### config.mk
export PLATFORM = sky130hd
export DESIGN_NAME = design_io_mux_n
export DESIGN_NICKNAME = d
export VERILOG_FILES = /design/src/rtl/design_io_mux_n.sv
export SDC_FILE = /design/constraint.sdc
export NUM_CORES = 1
export LEC_CHECK = 0
export ABC_AREA = 0
export BUFFER_PORTS_ARGS = -buffer_cell sky130_fd_sc_hd__buf_2
export CORE_AREA = 2 2 316 318
export CTS_BUF_LIST = sky130_fd_sc_hd__clkbuf_8
export DETAILED_ROUTE_END_ITERATION = 8
export DIE_AREA = 0 0 318 320
export GPL_ROUTABILITY_DRIVEN = 0
export PLACE_DENSITY = 0.3
export SLEW_MARGIN = 15
export SYNTH_ARGS = -nofsm -noshare
export SYNTH_HDL_FRONTEND = slang
export SYNTH_SLANG_ARGS = --single-unit
### constraint.sdc
create_clock -name wb_clk_i -period 2.4 [get_ports wb_clk_i]
set_input_delay 0.24 -clock wb_clk_i [delete_from_list [all_inputs] [get_ports wb_clk_i]]
set_output_delay 0.24 -clock wb_clk_i [all_outputs]
set_load 0.005 [all_outputs]
### src/rtl/design_io_mux_n.sv
// Shares the user IO pads among NUM_DESIGNS macros behind one registered select,
// with an isolate / auto-reset handover on every switch. Optional macro: DESIGN_MUX_SYNC_EN.
module design_io_mux_n #(
  parameter int NUM_DESIGNS  = 6,
  parameter int SEL_W        = 4,
  parameter int IO_W         = 38,
  parameter int ISO_CYCLES   = 2,
  parameter int RESET_CYCLES = 16
) (
  input  logic                        wb_clk_i,
  input  logic                        wb_rst_i,
  input  logic [SEL_W-1:0]            i_mux_sel,
  input  logic                        i_mux_conf_strobe,
  input  logic                        i_mux_auto_reset_enb,
  input  logic [NUM_DESIGNS-1:0]      i_design_reset,
  input  logic [IO_W-1:0]             io_in,
  output logic [IO_W-1:0]             io_out,
  output logic [IO_W-1:0]             io_oeb,
  input  logic [NUM_DESIGNS*IO_W-1:0] design_io_out,
  input  logic [NUM_DESIGNS*IO_W-1:0] design_io_oeb,
  output logic [NUM_DESIGNS*IO_W-1:0] design_io_in,
  output logic [NUM_DESIGNS-1:0]      design_rst,
  output logic [SEL_W-1:0]            o_active_sel,
  output logic                        o_busy
);

  localparam int MAX_CYC = (ISO_CYCLES > RESET_CYCLES) ? ISO_CYCLES : RESET_CYCLES;
  localparam int CNT_W   = (MAX_CYC > 1) ? $clog2(MAX_CYC) : 1;
  localparam logic [CNT_W-1:0] ISO_LOAD   = CNT_W'(ISO_CYCLES - 1);
  localparam logic [CNT_W-1:0] RESET_LOAD = CNT_W'(RESET_CYCLES - 1);

  typedef enum logic [1:0] {
    ST_ACTIVE  = 2'd0,
    ST_ISOLATE = 2'd1,
    ST_RESET   = 2'd2
  } state_t;

  logic             strobe_in;
  logic [SEL_W-1:0] sel_in;
  logic             enb_in;

`ifdef DESIGN_MUX_SYNC_EN
  logic [1:0]       strobe_sync_q;
  logic [1:0]       enb_sync_q;
  logic [SEL_W-1:0] sel_s1_q, sel_s2_q;

  always_ff @(posedge wb_clk_i) begin
    if (wb_rst_i) begin
      strobe_sync_q <= '0;
      enb_sync_q    <= '0;
      sel_s1_q      <= '0;
      sel_s2_q      <= '0;
    end else begin
      strobe_sync_q <= {strobe_sync_q[0], i_mux_conf_strobe};
      enb_sync_q    <= {enb_sync_q[0], i_mux_auto_reset_enb};
      sel_s1_q      <= i_mux_sel;
      sel_s2_q      <= sel_s1_q;
    end
  end

  assign strobe_in = strobe_sync_q[1];
  assign enb_in    = enb_sync_q[1];
  assign sel_in    = sel_s2_q;
`else
  assign strobe_in = i_mux_conf_strobe;
  assign enb_in    = i_mux_auto_reset_enb;
  assign sel_in    = i_mux_sel;
`endif

  state_t           state_q, state_d;
  logic [CNT_W-1:0] cnt_q, cnt_d;
  logic [SEL_W-1:0] sel_q, sel_d;
  logic             strobe_prev_q;
  logic             strobe_edge;
  logic             sel_valid;
  logic             pads_live;

  assign strobe_edge = strobe_in & ~strobe_prev_q;
  assign sel_valid   = (sel_q < SEL_W'(NUM_DESIGNS));
  assign pads_live   = (state_q == ST_ACTIVE) && sel_valid;

  always_ff @(posedge wb_clk_i) begin
    if (wb_rst_i) begin
      state_q       <= ST_ACTIVE;
      cnt_q         <= '0;
      sel_q         <= '1;
      strobe_prev_q <= 1'b0;
    end else begin
      state_q       <= state_d;
      cnt_q         <= cnt_d;
      sel_q         <= sel_d;
      strobe_prev_q <= strobe_in;
    end
  end

  // A new edge always wins, so a switch in flight restarts with the newest code.
  always_comb begin
    state_d = state_q;
    cnt_d   = cnt_q;
    sel_d   = sel_q;
    if (strobe_edge) begin
      state_d = ST_ISOLATE;
      cnt_d   = ISO_LOAD;
      sel_d   = sel_in;
    end else begin
      case (state_q)
        ST_ISOLATE: begin
          if (cnt_q == '0) begin
            if (!enb_in && sel_valid) begin
              state_d = ST_RESET;
              cnt_d   = RESET_LOAD;
            end else begin
              state_d = ST_ACTIVE;
            end
          end else begin
            cnt_d = cnt_q - 1'b1;
          end
        end
        ST_RESET: begin
          if (cnt_q == '0) state_d = ST_ACTIVE;
          else             cnt_d   = cnt_q - 1'b1;
        end
        ST_ACTIVE: ;
        default:   state_d = ST_ACTIVE;
      endcase
    end
  end

  assign o_active_sel = sel_q;
  assign o_busy       = (state_q != ST_ACTIVE);

  logic [IO_W-1:0] sel_out, sel_oeb;

  always_comb begin
    sel_out = '0;
    sel_oeb = '1;
    for (int d = 0; d < NUM_DESIGNS; d++) begin
      if (sel_q == SEL_W'(d)) begin
        sel_out = design_io_out[d*IO_W +: IO_W];
        sel_oeb = design_io_oeb[d*IO_W +: IO_W];
      end
    end
  end

  always_comb begin
    design_io_in = '0;
    for (int d = 0; d < NUM_DESIGNS; d++) begin
      if (pads_live && (sel_q == SEL_W'(d))) design_io_in[d*IO_W +: IO_W] = io_in;
    end
  end

  logic [IO_W-1:0]        io_out_q, io_oeb_q;
  logic [NUM_DESIGNS-1:0] design_rst_q;

  always_ff @(posedge wb_clk_i) begin
    if (wb_rst_i || !pads_live) begin
      io_out_q <= '0;
      io_oeb_q <= '1;
    end else begin
      io_out_q <= sel_out;
      io_oeb_q <= sel_oeb;
    end
  end

  always_ff @(posedge wb_clk_i) begin
    if (wb_rst_i) begin
      design_rst_q <= '1;
    end else begin
      for (int d = 0; d < NUM_DESIGNS; d++) begin
        design_rst_q[d] <= i_design_reset[d] | (sel_q != SEL_W'(d)) | (state_q != ST_ACTIVE);
      end
    end
  end

  assign io_out     = io_out_q;
  assign io_oeb     = io_oeb_q;
  assign design_rst = design_rst_q;

endmodule

==> results of run 1 <==
## worst max-delay path, stage by stage (launching register included)
cell and delay, ps:
dfxtp_1 440, buf_4 210, nor4_4 180, buf_12 260
and3_1 210, buf_2 120
## through the flow
| step | setup slack [ps] | cells |
|---|---|---|
| 2_1_floorplan | 719 | 841 |
| 3_3_place_gp | 358 | 2896 |
| 3_5_place_dp | 326 | 2896 |
| 4_1_cts | 4.54 | 2932 |
| 5_1_grt | -13.8 | 2941 |
| 6_report | 146 | 2951 |
## cell usage in the layout, fill, tap and decap left out, types with 2 or more instances in the layout
master         count
and2_1           153
mux2_2            22
buf_4             24
diode_2           18
a311oi_1           2
nor2_4             3
inv_6              2
ha_1               3
mux2i_1           38
buf_2            822
nand3b_1           4
a21o_1             2
nor2_1             7
or3_1              4
a222oi_1          21
nor3_1             2
inv_1              7
and3_1            77
o21ai_0           57
mux4_2            16
o22ai_1           38
nor2b_1            3
nand2_2            4
dfxtp_1           91
buf_12            13
a22oi_1           39
clkbuf_8          10
nand2_1           51
dlygate4sd3_1     19
nand2b_1           4
a21oi_1           42
o221ai_1          38
## final cells by class
cell class / instances / area, µm²
Antenna cell: 18 / 45.0
Sequential cell: 93 / 1870
Clock buffer: 10 / 138
Fill cell: 11300 / 84800
Tap cell: 1287 / 1610
Inverter: 7 / 26.3
Clock inverter: 6 / 68.8
Timing Repair Buffer: 880 / 4770
Multi-Input combinational cell: 650 / 4660
## timing repair
item                                    CTS  global route
hold buffers                             19             0
hold endpoints to repair                 18             0
gates resized for setup                   6             3
buffers inserted                          1             1
endpoints found under the setup margin  121           103
## per-layer routing
metal / routed length [µm] / share of wire (%) / GRT usage, %
met5: 147 / 0.23 / 0
met3: 5410 / 8.6 / 3.50
met2: 30700 / 49 / 20.3
met4: 2380 / 3.8 / 5.56
met1: 24000 / 38 / 13.1
## cell families after synthesis
group	count (synthesis)	synth area share, %
muxes	76	14.3
AOI/OAI and AO/OA	243	23.7
buffers and inverters	98	6.76
DFF	93	26.9
and+or+nand+nor	327	27.7
adders and majority gates	4	0.723
## flip-flops by register name (all words and copies together), names as in the netlist
signal         count
io_oeb            38
state_q            2
cnt_q              4
o_active_sel       4
io_out            38
strobe_prev_q      1
design_rst         6
## where the power goes
group / internal (mW) / switching (mW) / total, mW
logic: 0.575 / 0.589 / 1.16
registers: 1.56 / 0.0229 / 1.58
clock network: 0.518 / 0.754 / 1.27
## worst paths after layout
path / to / slack (ps)
worst max-delay path: design_io_in[8] / 150
worst min-delay path: io_out[24]$_SDFF_PP0_ / 70
worst max register to register: io_oeb[3]$_SDFF_PP1_ / 300
worst min register to register: state_q[0]$_SDFFE_PP0P_ / 520
==> flow_summary.yaml, run 1 <==
route:
  firstDrtPassIters: 8
  drt-vias-per-instance: 3.55
  vias: 10500
  drc: 0
  wl_per_cell_um: 21.2
  drt-total-wl_um: 62700
  antenna_left: 0
  drtIter0Drc: 687
clocking:
  cts_tree: "built"
  cts_made_buffers: 9
  cts_buffer_depth: 2
  cts_root_buf: "clkbuf_8"
  clk_latency_ps: 460
  cts_num_sinks: 93
  htree_levels: 3
  path_clk_slew_ps: 120
sta:
  rsz0062_at_grt: "true"
  fin_crit_sh_pct: 93.9
  period_minus_slack_ps: 2250
  slew_headroom_pct: 60.6
  timing.fmax_ghz: 0.444
  skew_ps: 28.8
  setup_tns_ps: 0
  holdWs_ps: 72.8
  setup_viol: 0
  worst_pin_slew_ps: 589
  timing.final.max_slew_violations: 0
  hold_viol: 0
layout:
  area_delta_synth_final_pct: 90.4
  drive_gt1_share_pct: 56.7
  nets: 2153
  fin_area_um2: 13200
  final_util_pct: 13.5
grt:
  grt_usage_pct: 11.7
  grt_pass1_wl_um: 83900
  grt_pass1_vias: 10800
  grt_overflow: 0
  grt_max_degree: 81
  antenna_found_initial: 47
yosys:
  yosys-top-cells-count: "and2_1 (154), dfxtp_1 (93), and3_1 (77), o21ai_0 (57), nand2_1 (55)"
  yosysWarnings: 0
  synth_ff_type: "dfxtp_1"
  syn-num-nets: 1353
  yosys.cell_count.top_type: "and2_1"
  synth_largest_area_cell: "dfxtp_1"
  synth_edf_count: 0
  syn_inst: 841
  ys_seq_area_share_pct: 26.9
  ys_seq_elements: 93
  avgSynthCellArea_um2: 8.23
  synth_area_leaders: "dfxtp_1 (27%), and2_1 (14%), and3_1 (7.0%)"
  synth_area_um2: 6930
  async_flop_share_pct: 0
  synth.distinct_cells: 45
  synth_top_area_share_pct: 26.9
worst_hold_path:
  min_from: "design_io_out[214]"
  hp-class: "in -> reg"
  holdPathStages: 3
worst_setup_path:
  cp_max_fo: 61
  worstPathArrival_ps: 2010
  rr_worst_depth: 6
  r2r_start: "o_active_sel[3]$_SDFFE_PP1P_"
  required_ps: 2160
  start_kind: "flop"
  endpoint_kind: "output port"
  setup.worst_path.start: "o_active_sel[3]$_SDFFE_PP1P_"
  crit_type: "reg -> out"
floorplanning:
  core_um2: 98000
  ioPinCount: 823
  initial_utilization_pct: 7.07
  fp-row-count: 115
  die-area_um2: 102000
  die_w_um: 318
  die_h_um: 320
outcome:
  outcome: "finished clean"
pwr:
  power_leakage_nw: 6.67
  vdd_ir_drop_max_mv: 0.216
  total_power_mw: 4.02
  p_per_area_nw_per_um2: 305
placed_design:
  placed_cell_area_um2: 12700
  hpwl_um: 53100
  io_buffers: 822
run:
  drv_cap: 0
Power figures use the tool's default switching activity.
==> run 2: changes to the inputs <==
CAP_MARGIN = 30   (was not set)
RECOVER_POWER = 100   (was not set)
==> run 2 against run 1 <==
Effect of this change:
- worst hold slack barely moved
- worst setup slack lost 4.9 ps
- power about the same
- die area unchanged
- via count shrank 0.14%
- first-iteration DRC count fell by 6.7%
- core utilization is 0.10 points lower
- clock power hardly changed
==> flow_summary.yaml, run 2 (same netlist as run 1, synthesis figures left out) <==
outcome:
  outcome: "finished clean"
placed_design:
  hpwl_um: 53100
  io_buffers: 822
  placed_cell_area_um2: 12700
  dp_cells: 2896
layout:
  area_delta_synth_final_pct: 89.0
  drive_gt1_share_pct: 52.1
  final_common_cell: "buf_2"
  fin_area_um2: 13100
  nets: 2153
  final_cells: 2951
  fillerInstances: 11400
  layout_common_cells: "buf_2 (745), and2_1 (153), dfxtp_1 (91)"
  final_util_pct: 13.4
pwr:
  pwr-share-seq_pct: 39.4
  total_power_mw: 4.02
  clkPwrFrac_pct: 31.7
  combPwrFrac_pct: 29.0
  sw_frac_of_total_pct: 34.0
  power_leakage_nw: 6.47
  p_per_area_nw_per_um2: 307
  vdd_ir_drop_max_mv: 0.215
  power.switching_mw: 1.37
  p_int_mw: 2.65
sta:
  setup_tns_ps: 0
  timing.final.max_slew_violations: 0
  period_minus_slack_ps: 2260
  rsz0062_at_grt: "true"
  hold_viol: 0
  skew_ps: 28.8
  timing.fmax_ghz: 0.443
  setup_viol: 0
  worst_pin_slew_ps: 997
  fin_crit_sh_pct: 94.1
  slew_headroom_pct: 33.5
floorplanning:
  core_um2: 98000
  die-area_um2: 102000
  ioPinCount: 823
  die_h_um: 320
  fp-row-count: 115
  initial_utilization_pct: 7.07
  die_w_um: 318
worst_setup_path:
  worstPathArrival_ps: 2020
  setup.worst_path.start: "o_active_sel[3]$_SDFFE_PP1P_"
  cp_top_family: "buffers and inverters"
  crit_path_max_incr_delay_ps: 440
  crit_type: "reg -> out"
  worstPathCellList: "buf_4, nor4_4, buf_12, and3_1, buf_2"
  crit_buf_inv: 3
  endpoint_kind: "output port"
  required_ps: 2160
  r2r_start: "o_active_sel[1]$_SDFFE_PP1P_"
  cp_max_fo: 61
  cp_slowest_cell: "dfxtp_1"
  start_kind: "flop"
grt:
  grt_overflow: 0
  antenna_found_initial: 47
  grt_pass1_vias: 10800
  grt_pass1_wl_um: 83900
  grt_max_degree: 81
  grt_usage_pct: 11.7
clocking:
  htree_levels: 3
  cts_made_buffers: 9
  cts_root_buf: "clkbuf_8"
  cts_tree: "built"
  cts_num_sinks: 93
  clk_latency_ps: 460
  path_clk_slew_ps: 120
  cts_buffer_depth: 2
route:
  drc: 0
  drtIter0Drc: 641
  drt-total-wl_um: 62700
  firstDrtPassIters: 8
  wl_per_cell_um: 21.2
  vias: 10500
  antenna_left: 0
  drt-vias-per-instance: 3.55
run:
  drv_cap: 0
worst_hold_path:
  hp-class: "in -> reg"
  min_from: "design_io_out[214]"
-- run 2: path summary, 6_finish.rpt --
check / endpoint / slack [ps] / depth (start not counted)
worst min register to register: state_q[0]$_SDFFE_PP0P_ / 520 / 2
worst min-delay path: io_out[24]$_SDFF_PP0_ / 70 / 3
worst max register to register: io_oeb[15]$_SDFF_PP1_ / 210 / 6
worst max-delay path: design_io_in[8] / 140 / 5
-- run 2: worst reg2reg max path: cells and delay by family (launching register included) --
| kind | cells | cell delay, ps |
|---|---|---|
| buf+inv | 2 | 930 |
| simple gates | 2 | 420 |
| compound gates | 2 | 370 |
| flops | 1 | 340 |
-- run 2: repair_timing --
action                     in CTS  in global routing
hold buffers                   19                  0
gates cloned                    0                  0
hold endpoints to repair       18                  0
gates resized for setup         6                  3
buffers inserted                1                  1
setup endpoints to repair     121                103
-- run 2: layer usage --
metal | routed length, µm | share of wire (%) | up-vias | GRT usage [%]
met5 | 146 | 0.23 | - | 0
met4 | 2390 | 3.8 | 26 | 5.56
met3 | 5410 | 8.6 | 97 | 3.50
met2 | 30700 | 49 | 642 | 20.3
met1 | 24000 | 38 | 4952 | 13.1
li1 | - | - | 4747 | -
-- run 2: cell type report --
cell class / count / area [µm²] / share of cell area [%]
Multi-Input combinational cell: 650 / 4660 / 35.6
Tap cell: 1287 / 1610 / 12.3
Clock inverter: 6 / 68.8 / 0.526
Inverter: 7 / 26.3 / 0.201
Sequential cell: 93 / 1870 / 14.3
Timing Repair Buffer: 880 / 4670 / 35.7
Antenna cell: 18 / 45.0 / 0.344
Clock buffer: 10 / 138 / 1.05
-- run 2: metrics by stage --
| stage | setup WS, ps | hold slack, ps |
|---|---|---|
| 2_1_floorplan | 719 | 344 |
| 3_3_place_gp | 358 | 425 |
| 3_5_place_dp | 326 | 429 |
| 4_1_cts | 4.54 | 0.575 |
| 5_1_grt | -12.4 | 39.7 |
| 6_report | 141 | 72.4 |
-- run 2: power by group through the flow --
stage | logic (mW) | registers, mW | clock network (mW)
6_report | 1.16 | 1.58 | 1.27
3_5_place_dp | 1.15 | 1.61 | 0
4_1_cts | 1.18 | 1.58 | 1.40
3_3_place_gp | 1.14 | 1.61 | 0
5_1_grt | 1.26 | 1.59 | 1.44
2_1_floorplan | 0.409 | 1.61 | 0
==> run 3: changes to the inputs <==
PLACE_DENSITY = 0.36   (was 0.3)
==> run 3 against run 2 <==
Effect of this change:
- via count shrank 0.83%
- first-iteration DRC count shrank 2.3%
- clock-buffer cell count shrank 1
- combinational power is essentially flat
- core utilization grew 0.20 points
- largest power group unchanged
==> flow_summary.yaml, run 3 (same netlist as run 1, synthesis figures left out) <==
worst_setup_path:
  start_kind: "flop"
  crit_type: "reg -> out"
  cp_max_fo: 10
  endpoint_kind: "output port"
  required_ps: 2160
  worstPathArrival_ps: 2040
sta:
  setup_viol: 0
  timing.fmax_ghz: 0.438
  skew_ps: 23.8
  timing.final.max_slew_violations: 0
  hold_viol: 0
  finalWorstSetupSlack_ps: 118
  fin_crit_sh_pct: 95.1
  worst_pin_slew_ps: 552
  period_minus_slack_ps: 2280
  slew_headroom_pct: 62.8
  rsz0062_at_grt: "true"
  setup_tns_ps: 0
route:
  drc: 0
  drt-total-wl_um: 63700
  antenna_left: 0
  vias: 10400
  firstDrtPassIters: 8
  drt-vias-per-instance: 3.50
  wl_per_cell_um: 21.5
  drtIter0Drc: 626
pwr:
  total_power_mw: 4.07
  p_int_mw: 2.74
  pwr-share-seq_pct: 39.0
  power.switching_mw: 1.34
  sw_frac_of_total_pct: 32.9
  power_leakage_nw: 6.57
  p_per_area_nw_per_um2: 307
  clkPwrFrac_pct: 32.7
  combPwrFrac_pct: 28.4
  vdd_ir_drop_max_mv: 0.245
grt:
  grt_usage_pct: 11.6
  grt_pass1_wl_um: 83000
  grt_overflow: 0
  grt_max_degree: 77
  grt_pass1_vias: 10400
  antenna_found_initial: 44
floorplanning:
  die-area_um2: 102000
  core_um2: 98000
  initial_utilization_pct: 7.07
  ioPinCount: 823
  die_w_um: 318
  fp-row-count: 115
  die_h_um: 320
placed_design:
  hpwl_um: 52900
  io_buffers: 822
  placed_cell_area_um2: 12800
  preCtsSetupSlack_ps: 256
  dp_cells: 2910
clocking:
  cts_buffer_depth: 2
  cts_num_sinks: 93
  clk_latency_ps: 460
  htree_levels: 3
  cts_tree: "built"
  path_clk_slew_ps: 110
  cts_made_buffers: 9
  cts_root_buf: "clkbuf_8"
layout:
  final_cells: 2961
  fillerInstances: 11400
  multi_input_area_um2: 4670
  layout_common_cells: "buf_2 (744), and2_1 (153), dfxtp_1 (87)"
  fin_area_um2: 13300
  seqCellArea_um2: 1880
  nets: 2167
  area_delta_synth_final_pct: 91.8
  final_common_cell: "buf_2"
  drive_gt1_share_pct: 53.1
run:
  drv_cap: 0
outcome:
  outcome: "finished clean"
worst_hold_path:
  hp-class: "in -> reg"
[run 3: cell types whose count changed in the layout (fill, tap and decap cells not counted), sizes merged]
cell	change
buf	+18
dlygate4sd3	-7
diode	-4
clkbuf	+2
bufinv	+1
clkinv	-1
clkinvlp	+1
[run 3: routing by layer]
| metal | share of wire (%) | wire length (µm) | up-vias | global-route usage (%) |
|---|---|---|---|---|
| li1 | - | - | 4779 | - |
| met1 | 39 | 25100 | 4844 | 13.5 |
| met2 | 50 | 31900 | 634 | 20.8 |
| met3 | 7.7 | 4930 | 100 | 3.22 |
| met4 | 2.5 | 1610 | 20 | 3.22 |
| met5 | 0.19 | 121 | - | 0 |
[run 3: area by class of cell]
class                      count  area share (%)
inverter                       7           0.198
timing repair buffer         894            36.5
clock buffer                   9           0.933
clock inverter                 7           0.735
multi-input combinational    650            35.1
sequential                    93            14.1
tap                         1287            12.1
antenna                       14           0.264
[run 3: power by group through the flow]
stage	combinational [mW]	clock [mW]	sequential (mW)
CTS	1.16	1.43	1.59
global route	1.25	1.47	1.59
floorplan	0.409	0	1.61
global placement	1.15	0	1.62
detailed placement	1.13	0	1.62
finish	1.16	1.33	1.59
[run 3: path summary, 6_finish.rpt]
kind                                 from                       to  slack (ps)  depth (start not counted)
max               state_q[1]$_SDFFE_PP0P_        design_io_in[167]         120                          9
min                    design_io_out[200]    io_out[10]$_SDFF_PP0_          70                          3
max reg2reg  o_active_sel[0]$_SDFFE_PP1P_    io_oeb[19]$_SDFF_PP1_         430                          5
min reg2reg       state_q[1]$_SDFFE_PP0P_  state_q[1]$_SDFFE_PP0P_         500                          2
[run 3: critical path, cell delays in order (launching register included)]
cell	delay, ps
dfxtp_2	340
inv_1	70
ha_2	180
buf_6	140
nand2_4	70
nor3_4	200
buf_12	170
buf_8	170
and2_1	130
buf_2	100
[run 3: repair_timing]
action	4_1_cts	5_1_grt
pin swaps	1	1
gates resized for setup	8	13
hold buffers	12	0
gates cloned	0	4
endpoints found under the setup margin	169	101
endpoints found under the hold margin	12	0
buffers inserted	1	4
[run 3: metrics by stage]
step / hold slack [ps] / util [%]
detailed placement: 429 / 13.1
global placement: 428 / 13.1
finish: 69.0 / 13.6
floorplan: 344 / -
CTS: 2.85 / 13.4
global route: 38.0 / 13.5
